===== config.mk =====
export PLATFORM = sky130hd
export DESIGN_NAME = fft4_frame_seq
export DESIGN_NICKNAME = d
export VERILOG_FILES = /design/src/rtl/fft4_frame_seq.sv
export SDC_FILE = /design/constraint.sdc
export NUM_CORES = 2
export LEC_CHECK = 0
export BUFFER_PORTS_ARGS = -buffer_cell sky130_fd_sc_hd__buf_2
export CAP_MARGIN = 10
export CORE_MARGIN = 2
export CORE_UTILIZATION = 25
export CTS_BUF_LIST = sky130_fd_sc_hd__clkbuf_16
export CTS_CLUSTER_DIAMETER = 60
export DETAILED_ROUTE_END_ITERATION = 16
export HOLD_SLACK_MARGIN = 0.15
export RECOVER_POWER = 50
export SETUP_SLACK_MARGIN = 0.1
export SYNTH_ARGS = -nofsm -noshare
export SYNTH_HDL_FRONTEND = slang
export SYNTH_SLANG_ARGS = --single-unit

===== constraint.sdc =====
create_clock -name clk -period 48.5 [get_ports clk]
set_clock_uncertainty 0.2 [all_clocks]
set_input_delay 4.85 -clock clk [delete_from_list [all_inputs] [get_ports clk]]
set_output_delay 4.85 -clock clk [all_outputs]
set_load 0.01 [all_outputs]

===== src/rtl/fft4_frame_seq.sv =====
// ---------------------------------------------------------------------------
// fft4_frame_seq
//
// Streaming sequencer around a 4-point DFT butterfly. It collects four complex
// samples (A, B, C, D) one per input handshake, computes all four bins in a
// single registered CALC cycle, and then streams X0..X3 out under
// valid/ready backpressure.
//
// Ports
//   clk        : system clock, all state on the rising edge
//   rst        : asynchronous, active-high reset
//   in_valid   : in_re/in_im carry a valid sample
//   in_ready   : sequencer accepts a sample this cycle (LOAD only)
//   in_re/im   : sample real / imaginary part (W-bit two's complement)
//   out_valid  : out_re/out_im/out_idx carry a valid bin (OUT only)
//   out_ready  : consumer accepts the bin this cycle
//   out_re/im  : bin real / imaginary part
//   out_idx    : bin index k of X[k]
//   out_last   : high with out_valid on the final bin (k == 3)
//   busy       : frame in progress (CALC, OUT, or LOAD with samples held)
//   frame_cnt  : completed frames, wraps modulo 2^CNT_W
// ---------------------------------------------------------------------------
module fft4_frame_seq #(
    parameter int W     = 32,
    parameter int CNT_W = 16
) (
    input  logic             clk,
    input  logic             rst,
    input  logic             in_valid,
    output logic             in_ready,
    input  logic [W-1:0]     in_re,
    input  logic [W-1:0]     in_im,
    output logic             out_valid,
    input  logic             out_ready,
    output logic [W-1:0]     out_re,
    output logic [W-1:0]     out_im,
    output logic [1:0]       out_idx,
    output logic             out_last,
    output logic             busy,
    output logic [CNT_W-1:0] frame_cnt
);

    typedef enum logic [1:0] {
        ST_LOAD = 2'd0,
        ST_CALC = 2'd1,
        ST_OUT  = 2'd2
    } state_t;

    state_t             state_q, state_d;
    logic [1:0]         li_q, li_d;     // next sample slot to fill
    logic [1:0]         oi_q, oi_d;     // bin currently presented
    logic [CNT_W-1:0]   cnt_q, cnt_d;

    logic [W-1:0]       smp_re_q [4];
    logic [W-1:0]       smp_im_q [4];
    logic [W-1:0]       res_re_q [4];
    logic [W-1:0]       res_im_q [4];

    logic [W-1:0]       bf_re [4];
    logic [W-1:0]       bf_im [4];

    logic               in_hs;
    logic               calc_en;

    // -----------------------------------------------------------------------
    // Next-state / handshake logic
    // -----------------------------------------------------------------------
    // NOTE: every signal driven here gets a default first, so no path through
    // the case statement can leave one unassigned and infer a latch.
    always_comb begin
        state_d   = state_q;
        li_d      = li_q;
        oi_d      = oi_q;
        cnt_d     = cnt_q;
        in_ready  = 1'b0;
        out_valid = 1'b0;
        calc_en   = 1'b0;

        unique case (state_q)
            ST_LOAD: begin
                in_ready = 1'b1;
                if (in_valid) begin
                    // 2-bit index wraps to 0 after slot D is written.
                    li_d = li_q + 2'd1;
                    if (li_q == 2'd3) begin
                        state_d = ST_CALC;
                    end
                end
            end
            ST_CALC: begin
                calc_en = 1'b1;
                state_d = ST_OUT;
            end
            ST_OUT: begin
                out_valid = 1'b1;
                if (out_ready) begin
                    oi_d = oi_q + 2'd1;
                    if (oi_q == 2'd3) begin
                        state_d = ST_LOAD;
                        cnt_d   = cnt_q + CNT_W'(1);
                    end
                end
            end
            default: begin
                state_d = ST_LOAD;
            end
        endcase
    end

    assign in_hs = in_valid & in_ready;

    // -----------------------------------------------------------------------
    // Radix-4 butterfly on the held frame. All arithmetic stays at W bits and
    // wraps; multiplying by -j maps (r, i) to (i, -r).
    // -----------------------------------------------------------------------
    always_comb begin
        logic [W-1:0] ar, ai, br, bi, cr, ci, dr, di;
        ar = smp_re_q[0];  ai = smp_im_q[0];
        br = smp_re_q[1];  bi = smp_im_q[1];
        cr = smp_re_q[2];  ci = smp_im_q[2];
        dr = smp_re_q[3];  di = smp_im_q[3];

        bf_re[0] = ar + br + cr + dr;
        bf_im[0] = ai + bi + ci + di;
        bf_re[1] = ar + bi - cr - di;
        bf_im[1] = ai - br - ci + dr;
        bf_re[2] = ar - br + cr - dr;
        bf_im[2] = ai - bi + ci - di;
        bf_re[3] = ar - bi - cr + di;
        bf_im[3] = ai + br - ci - dr;
    end

    // -----------------------------------------------------------------------
    // Control state
    // -----------------------------------------------------------------------
    // NOTE: sequential state uses non-blocking assignments so every register
    // samples the pre-edge value of every other register.
    always_ff @(posedge clk or posedge rst) begin
        if (rst) begin
            state_q <= ST_LOAD;
            li_q    <= 2'd0;
            oi_q    <= 2'd0;
            cnt_q   <= '0;
        end else begin
            state_q <= state_d;
            li_q    <= li_d;
            oi_q    <= oi_d;
            cnt_q   <= cnt_d;
        end
    end

    // -----------------------------------------------------------------------
    // Sample and result banks. Samples persist across frames; results change
    // only in CALC, so OUT data is immune to input activity.
    // -----------------------------------------------------------------------
    // NOTE: these small banks are flops, not RAM, so they take the async reset
    // and come up as all-zero; a RAM-style array would be left unreset.
    always_ff @(posedge clk or posedge rst) begin
        if (rst) begin
            for (int i = 0; i < 4; i++) begin
                smp_re_q[i] <= '0;
                smp_im_q[i] <= '0;
                res_re_q[i] <= '0;
                res_im_q[i] <= '0;
            end
        end else begin
            if (in_hs) begin
                smp_re_q[li_q] <= in_re;
                smp_im_q[li_q] <= in_im;
            end
            if (calc_en) begin
                for (int i = 0; i < 4; i++) begin
                    res_re_q[i] <= bf_re[i];
                    res_im_q[i] <= bf_im[i];
                end
            end
        end
    end

    // -----------------------------------------------------------------------
    // Outputs. Bin data is gated to zero outside OUT; while stalled, oi_q and
    // the result bank are frozen, so the presented bin holds stable.
    // -----------------------------------------------------------------------
    assign out_re    = out_valid ? res_re_q[oi_q] : '0;
    assign out_im    = out_valid ? res_im_q[oi_q] : '0;
    assign out_idx   = oi_q;
    assign out_last  = out_valid && (oi_q == 2'd3);
    assign busy      = (state_q != ST_LOAD) || (li_q != 2'd0);
    assign frame_cnt = cnt_q;

endmodule


; ---- After elaboration in Yosys (flattened, before gate mapping)
; Cells that the tools add are included.
[op_classes]
add_sub_neg = 27
magnitude_cmp = 3
eq_ne = 8
mux = 20
bitwise = 3
reduce_logical = 10
[ops]
columns = cell, n
row1 = $add 32x32->32, 12
row2 = $sub 32x32->32, 12
row3 = $bwmux 128, 2
row4 = $mux 32, 7
row5 = $bmux 32 s2, 2
row6 = $demux 32 s2, 1
row7 = $add 16x1->16 const B, 1
row8 = $mux 2, 4
row9 = $ne 2x2->1 const B, 4
row10 = $eq 2x2->1 const B, 3
row11 = $ge 3x3->1 const B, 2
row12 = $not 2->3, 2
row13 = $pmux 2 s3, 1
row14 = $add 2x1->2 const B, 2
row15 = $reduce_and 2->1, 2
row16 = $reduce_and 4->1, 1
row17 = $reduce_bool 2->1, 2
row18 = $lt 3x1->1 const B, 1
row19 = $mux 1, 3
row20 = $reduce_and 3->1, 1
row21 = $eq 2x1->1 const B, 1
row22 = $logic_and 1x1->1, 2
row23 = $logic_not 2->1, 1
row24 = $and 1x1->1, 1
row25 = $logic_or 1x1->1, 1
[totals]
ff_bits = 534

; ---- Logic depth before layout (Yosys ltp)
[logic_depth]
ltp_word = 6
depth_mapped = 17
mapped_depth_nobuf = 17

; ---- Worst setup path before layout
; Ideal clock, no wire load.
[synth_timing]
kind = register to output
start = register oi_q[0] (netlist: out_idx[0])
end = output out_im[0]
arrival_ns = 2.128
required_time_ns = 43.450
slack_ns = 41.322
path_stages_with_launch = 5
n_path_buf = 2
cell_sequence = dfrtp_1 -> clkbuf_1 -> buf_1 -> mux4_2 -> and2_1
[synth_via]
elab_chain_len = 5
[synth_lines]
columns = element, line
row1 = from (decl), 51  ; logic [1:0] oi_q, oi_d;
row2 = from (signal assigned), 147  ; oi_q <= oi_d;
row3 = $not 2->3 (not written as such), 185  ; assign out_im = out_valid ? res_im_q[oi_q] : '0;
row4 = $bmux 32 s2, 185
row5 = $mux 32 (not written as such) (2 in series), 185
row6 = $mux 32, 185
row7 = to (decl), 36  ; output logic [W-1:0] out_im,
; Every way passes these cells. The select of a mux whose other input is x is not followed.

==> impl_metrics.ini <==
[run_status]
status = finished, violations left
violations = capacitance limit, slew limit

[timing]
fmax_mhz = 87.4
worstMarginPinSlew_ps = 6810
slew_headroom_pct = -354
post-route-period-util_pct = 23.6
fin_setup_tns_ps = 0
setup_viol = 0
finalMaxSlewViolations = 871
hold_viol = 0
grt_setup_unrepaired = false
period_minus_slack_ps = 11450

[drt]
vias = 34300
wirelength_um = 150000
first_pass_iters = 7
drtIter0Drc = 2111
final_antenna_net_count = 0
drt-wirelength-per-cell_um = 20.4
viasPerCell = 4.67
drc = 0

[floorplan]
core_sq_mm = 0.181
die_h_um = 431
design.die.area_sq_mm = 0.186
rows = 156
initial_core_util_pct = 25.2
die_w_um = 431
io_pins = 154

[worst_setup_path]
crit_fanout = 95
arrival_ps = 10480
cp.required_ps = 47530
startpoint_type = input pin
crit_type = in -> async
end_kind = async pin

[finish]
final_common_cell = inv_1
drive_gt1_share_pct = 7.43
area_growth_syn_to_layout_pct = 12.4
final_cell_mix = inv_1, nand2_1, o21ai_0
final_cells = 7346
num-nets-final = 5740

[synthesis]
yosysWarningCount = 0
ys.flop_type = dfrtp_1
avgSynthCellArea_sq_um = 9.46
synth_cells = 4819
synth_edf_count = 0
synthesis.nets = 5643
yosysTopAreaCell = dfrtp_1
yosysSeqAreaShare_pct = 29.3
ys_types = 74
synth.area.top_cells = dfrtp_1, fa_1, ha_1, inv_1, o21ai_0
synth.cell_area_sq_mm = 0.0456
async_flop_share_pct = 100
yosysTopAreaCellShare_pct = 29.3
ys_seq_elements = 534

[clock_network]
clk_latency_ps = 680
cts_setup_buffers = 0
ctsResizeCount = 0
clock-root-buffer = clkbuf_16
max-clock-path-buffers = 3
hold_buffers = 0
numCtsBuffers = 71
cts_sinks = 534
cts.htree.levels = 3
cts_tree = yes
clk_pin_slew_ps = 60

[placed_design]
place_hpwl_um = 123000
placed_cells = 7213
gp_congestion = 0.957
io_buffers = 153

[global_route]
grt_usage_pct = 16.2
grt_pass1_vias = 35900
grt_max_degree = 182
overflow = 0
grt_pass1_wl_um = 227000
antenna_found_initial = 41

[job]
cap_violations = 13

[hold_path]
min_path_type = reg -> reg
-- through the flow --
| step | setup WS, ps | hold slack [ps] | area (sq um) | utilization, % |
|---|---|---|---|---|
| final | 37050 | 265 | 51200 | 28.3 |
| after global routing | 35550 | 294 | 51200 | 28.3 |
| after CTS | 39840 | 277 | 51400 | 28.4 |
| after detailed placement | 40550 | 264 | 49100 | 27.1 |
| after global placement | 40580 | 248 | 49100 | 27.1 |
| after floorplan | 28530 | 233 | 45600 | - |
-- state kept, by name (all words and copies together), names as in the netlist --
register / cells
res_im_q: 128
out_idx: 2
smp_re_q: 128
res_re_q: 128
state_q: 2
smp_im_q: 128
li_q: 2
frame_cnt: 16
-- cell usage after synthesis (7+ instances only) --
cell type,instances
nand3_1,52
nor2_1,99
mux4_2,64
ha_1,260
nand4_1,27
or2_2,8
o21a_1,37
nor2b_1,24
o211ai_1,25
or3_1,13
xnor2_1,136
dfrtp_1,534
o2111ai_1,7
a211o_1,16
mux2_2,14
and2_1,75
a21o_1,109
a31oi_1,18
and3_1,33
fa_1,496
a21oi_1,213
xor2_1,92
nor3b_1,9
a211oi_1,26
buf_1,28
o31a_1,7
nor3_1,39
nand2_1,659
inv_1,816
o21ai_0,572
nand2b_1,22
o311ai_0,7
clkbuf_1,128
o31ai_1,25
o21bai_1,28
-- kinds of logic (layout without fill, tap and decap cells) --
logic type | count (synthesis) | in the layout | share of synthesized area (%)
AOI/OAI and AO/OA | 1166 | 1166 | 15.3
and+or+nand+nor | 1079 | 1079 | 10.5
buffers and inverters | 972 | 1122 | 8.00
adders and majority gates | 756 | 756 | 28.9
DFF | 534 | 534 | 29.3
xor gates and xnor gates | 228 | 228 | 4.38
muxes | 84 | 84 | 3.64
other | 0 | 7 | 0
-- metal layers --
metal  vias to the layer above  GRT usage (%)  wire length [um]
li1                      15900              -                 -
met1                     17100           18.9             58300
met2                       905           28.3             74900
met3                       350           2.55              7090
met4                        22           9.40              9700
met5                         -              0               145
-- layout make-up --
type                            count  area (sq um)
Clock buffer                       71          1780
Sequential cell                   534         13400
Fill cell                       19000        130000
Tap cell                         2370          2970
Multi-Input combinational cell   3313         28600
Antenna cell                        7          17.5
Timing Repair Buffer              180           931
Inverter                          816          3060
Clock inverter                     55           562
-- worst paths after layout --
kind | endpoint | slack, ps | cells past startpoint | from
setup / recovery | out_idx[0]$_DFFE_PP0P_ | 37050 | 3 | rst
hold / removal | res_re_q[38]$_DFFE_PP0N_ | 270 | 2 | res_re_q[38]$_DFFE_PP0N_
setup reg to reg | state_q[1]$_DFFE_PP0P_ | 38830 | 3 | state_q[1]$_DFFE_PP0P_
hold reg to reg | res_re_q[38]$_DFFE_PP0N_ | 270 | 2 | res_re_q[38]$_DFFE_PP0N_
max in group clk | state_q[1]$_DFFE_PP0P_ | 38830 | 3 | state_q[1]$_DFFE_PP0P_
min in group asynchronous | res_im_q[72]$_DFFE_PP0N_ | 5220 | 2 | rst
-- worst max-delay path: stages --
cell and delay, ps:
clkbuf_1 100, clkinvlp_2 2300, clkbuf_1 2960
Power is not shown: default switching activity piles up to over one toggle a cycle in this logic, so the estimate is an artifact.
